### config.mk
export PLATFORM = sky130hd
export DESIGN_NAME = oc3to7_serializer
export DESIGN_NICKNAME = d
export VERILOG_FILES = /design/src/rtl/oc3to7_serializer.sv
export SDC_FILE = /design/constraint.sdc
export NUM_CORES = 1
export LEC_CHECK = 0
export ABC_AREA = 1
export CAP_MARGIN = 20
export CORE_UTILIZATION = 40
export CTS_CLUSTER_DIAMETER = 40
export DETAILED_ROUTE_END_ITERATION = 8
export PLACE_DENSITY = 0.77
export SYNTH_ARGS = -nofsm -noshare
export SYNTH_HDL_FRONTEND = slang
export SYNTH_SLANG_ARGS = --single-unit
### constraint.sdc
create_clock -name clk -period 4.01 [get_ports clk]
set_input_delay 0.401 -clock clk [delete_from_list [all_inputs] [get_ports clk]]
set_output_delay 0.401 -clock clk [all_outputs]
set_load 0.005 [all_outputs]
### src/rtl/oc3to7_serializer.sv
// Serializes a ones count into a thermometer-ordered frame of SLOTS slots, with a parallel thermometer copy.
// Optional macro LOOPBACK_CHECK_EN adds a ones counter that flags frames whose sent ones differ from the count.
module oc3to7_serializer #(
    parameter int SLOTS = 7,
    parameter int CW    = 3
) (
    input  logic             clk,
    input  logic             rst,
    input  logic             start,
    input  logic [CW-1:0]    count,
    output logic             ready,
    output logic             sout,
    output logic             sframe,
    output logic             done,
    output logic [SLOTS-1:0] therm,
    output logic             err
);
    typedef enum logic [1:0] {ST_IDLE, ST_SHIFT, ST_DONE} state_t;

    localparam logic [CW-1:0] SLOTS_C = CW'(SLOTS);
    localparam logic [CW-1:0] LAST_C  = CW'(SLOTS - 1);
    localparam logic [CW-1:0] ONE_C   = CW'(1);

    state_t           state_reg, state_next;
    logic [CW-1:0]    k_reg, k_next;
    logic [CW-1:0]    cnt_reg, cnt_next;
    logic [SLOTS-1:0] therm_reg, therm_next;
    logic             sout_reg, sout_next;
    logic             sframe_reg, sframe_next;
    logic             done_reg, done_next;
    logic             ready_reg, ready_next;

    logic [CW-1:0]    count_clamped;
    logic [CW-1:0]    k_inc;
    logic [SLOTS-1:0] therm_load;

    assign count_clamped = (count > SLOTS_C) ? SLOTS_C : count;
    assign k_inc         = k_reg + ONE_C;

    genvar gi;
    generate
        for (gi = 0; gi < SLOTS; gi++) begin : g_therm
            assign therm_load[gi] = (CW'(gi) < count_clamped);
        end
    endgenerate

    always_ff @(posedge clk) begin
        if (rst) begin
            state_reg  <= ST_IDLE;
            k_reg      <= '0;
            cnt_reg    <= '0;
            therm_reg  <= '0;
            sout_reg   <= 1'b0;
            sframe_reg <= 1'b0;
            done_reg   <= 1'b0;
            ready_reg  <= 1'b1;
        end else begin
            state_reg  <= state_next;
            k_reg      <= k_next;
            cnt_reg    <= cnt_next;
            therm_reg  <= therm_next;
            sout_reg   <= sout_next;
            sframe_reg <= sframe_next;
            done_reg   <= done_next;
            ready_reg  <= ready_next;
        end
    end

    // Outputs are computed one cycle ahead so each *_reg shows the slot of the current state.
    always_comb begin
        state_next  = state_reg;
        k_next      = k_reg;
        cnt_next    = cnt_reg;
        therm_next  = therm_reg;
        sout_next   = 1'b0;
        sframe_next = 1'b0;
        done_next   = 1'b0;
        ready_next  = 1'b0;
        case (state_reg)
            ST_IDLE: begin
                if (start) begin
                    cnt_next    = count_clamped;
                    therm_next  = therm_load;
                    k_next      = '0;
                    sout_next   = |count_clamped;
                    sframe_next = 1'b1;
                    state_next  = ST_SHIFT;
                end else begin
                    ready_next = 1'b1;
                end
            end
            ST_SHIFT: begin
                if (k_reg == LAST_C) begin
                    done_next  = 1'b1;
                    state_next = ST_DONE;
                end else begin
                    k_next      = k_inc;
                    sout_next   = (k_inc < cnt_reg);
                    sframe_next = 1'b1;
                end
            end
            ST_DONE: begin
                ready_next = 1'b1;
                state_next = ST_IDLE;
            end
            default: begin
                ready_next = 1'b1;
                state_next = ST_IDLE;
            end
        endcase
    end

    assign ready  = ready_reg;
    assign sout   = sout_reg;
    assign sframe = sframe_reg;
    assign done   = done_reg;
    assign therm  = therm_reg;

`ifdef LOOPBACK_CHECK_EN
    logic [CW-1:0] ones_reg;
    logic          err_reg;

    // Counts ones actually driven on sout; compared against the latched count while in DONE.
    always_ff @(posedge clk) begin
        if (rst) begin
            ones_reg <= '0;
            err_reg  <= 1'b0;
        end else begin
            if (state_reg == ST_IDLE && start) begin
                ones_reg <= '0;
            end else if (state_reg == ST_SHIFT && sout_reg) begin
                ones_reg <= ones_reg + ONE_C;
            end
            if (state_reg == ST_DONE && ones_reg != cnt_reg) begin
                err_reg <= 1'b1;
            end
        end
    end

    assign err = err_reg;
`else
    assign err = 1'b0;
`endif

endmodule

==> metrics.yaml <==
worst_setup_path:
  arrival_ps: 1160
  critPathBufInv: 1
  required_ps: 3610
  path_cells: "clkdlybuf4s50_1"
  max_stage_delay_ps: 510
  cp_top_family: "buffers and inverters"
  crit_slowest_cell: "clkdlybuf4s50_1"
  crit_path_max_fanout: 3
  cp-end-kind: "primary output"
  start_kind: "flip-flop"
  crit_type: "reg -> out"
timing:
  whs_ps: 472
  fin_skew_ps: 2.99
  tns_ps: 0
  worstMarginPinSlew_ps: 543
  max_freq_mhz: 642
  finalHoldViolations: 0
  grt_setup_unrepaired: "false"
  fin_crit_sh_pct: 38.8
  setup_viol: 0
  period_needed_ps: 1560
  slew_headroom_pct: 63.7
  drv_slew: 0
detailed_routing:
  vias: 654
  drcViolationCount: 0
  finalWirelength_mm: 1.37
  wire_per_inst_um: 9.81
  drt_first_pass_iters: 4
  antenna_left: 0
  post_drt_via_cell_ratio: 4.67
  drt_iter0_drc: 10
power_and_ir_drop:
  p_seq_share_pct: 54.1
  power_uw: 359
  power_density_nw_per_um2: 370
  p_comb_share_pct: 15.3
  p_leak_uw: 0.000415
  sw_frac_of_total_pct: 24.5
  clockPowerShare_pct: 30.6
  p_int_uw: 271
  peakVddDrop_mv: 0.253
  p_sw_uw: 88.2
synthesis:
  synth_warnings: 0
  ys_seq_area_share_pct: 46.2
  postSynthNetCount: 110
  synth_edf_count: 0
  async_flop_share_pct: 0
  synth-seq-cells: 18
  synth_area_leaders: "dfxtp_1, nand2_1, a21oi_1, ha_1, inv_1"
  syn_area_um2: 779
  synth_ff_type: "dfxtp_1"
  avgSynthCellArea_um2: 7.79
  postSynthCellCount: 100
  synth_top_area_share_pct: 46.2
  ys_types: 22
  yosys.area.top_type: "dfxtp_1"
finish:
  final_cell_area_um2: 972
  drive_gt1_share_pct: 7.83
  final_cells: 140
  diodes: 0
  mostFrequentLayoutCells: "nand2_1, dfxtp_1, clkdlybuf4s50_1"
  syn_to_final_growth_pct: 24.7
  nFillCells: 175
  num-nets-final: 126
  layout_commonest_cell: "nand2_1"
  largest_reg_flops: 7
die:
  coreArea_um2: 1780
  ios: 18
  die_h_um: 46.1
  initial_core_util_pct: 43.7
  fp.dieW_um: 46.1
  die_area_um2: 2130
  rows: 15
global_route:
  antenna_found_initial: 0
  grt_pass1_vias: 626
  grt_pass1_wl_mm: 2.42
  grt_max_degree: 17
  grt_usage_pct: 15.8
  grt-ovfl-total: 0
cts:
  cts_buffers: 3
  clock_latency_ps: 290
  clk_pin_slew_worst_paths_ps: 100
  clock-sinks: 18
  post-cts-setup-buffers: 0
  tritoncts: "built"
  cts_root_buf: "clkbuf_4"
  clock_path_buffers: 2
  ctsResizeCount: 0
  ctsHoldBuffers: 0
  h-tree-depth: 1
placement:
  dp_hpwl_mm: 1.03
  portBuffers: 16
  place_inst: 136
  gp_congestion: 0.822
  placed_cell_area_um2: 936
run:
  drv_cap: 0
run_status:
  status: "finished clean"
min_path:
  hold_path.class: "reg -> reg"
## worst reg2reg max path: cells and delay by family, from the launching register on
family,cells,cell delay (ps)
adders and majority gates,2,570
DFF,1,410
and+or+nand+nor,4,220
buffers and inverters,2,120
AOI/OAI and AO/OA,1,120
## synthesized netlist by cell type (2+ instances only)
master and instances:
a21oi_1 13, buf_4 2, dfxtp_1 18, ha_1 4, inv_1 10, nand2_1 24
nand3_2 2, nor2_1 10, nor3_1 3, o21ai_0 2
## kinds of logic (layout without fill, tap and decap cells)
kind of cell | count (synthesis) | after routing | synth area share, %
and+or+nand+nor | 42 | 42 | 23.8
AOI/OAI and AO/OA | 18 | 18 | 12.2
DFF | 18 | 18 | 46.2
buffers and inverters | 16 | 31 | 9.79
adders and majority gates | 4 | 4 | 6.42
other | 1 | 1 | 0.481
xor gates and xnor gates | 1 | 1 | 1.12
## final timing paths
path | startpoint | end | slack (ps) | depth (start not counted)
setup / recovery | therm[3] | therm[3] | 2450 | 1
hold / removal | therm[6] | therm[6] | 470 | 2
setup reg to reg | k_reg[0] | sout | 2520 | 9
hold reg to reg | therm[6] | therm[6] | 470 | 2
## per-stage QoR
step                      utilization [%]  setup WS [ps]
after floorplan                         -           2690
after global placement               52.5           2350
after detailed placement             52.5           2310
after CTS                            54.5           2440
after global routing                 54.5           2380
final                                54.5           2450
## power groups by stage
stage               Combinational [uW]  Sequential [uW]  Clock (uW)
floorplan                         33.4              198           0
global placement                  54.2              198           0
detailed placement                55.7              199           0
CTS                               56.0              195         114
global route                      62.2              196         124
finish                            55.1              194         110
## metal layers
metal	global-route usage [%]	up-vias	share of wire (%)
li1	-	344	-
met4	3.53	0	0.58
met2	28.2	19	47
met1	17.4	289	46
met3	6.27	2	6.3
met5	0	-	0
## final cells by class
class / count / area [um2] / area share [%]
tap: 25 / 31.3 / 3.22
sequential: 18 / 360 / 37.1
timing repair buffer: 16 / 160 / 16.5
inverter: 11 / 41.3 / 4.25
clock buffer: 4 / 36.3 / 3.73
multi-input combinational: 66 / 343 / 35.3
No activity file was read; power rests on OpenSTA's default activity.
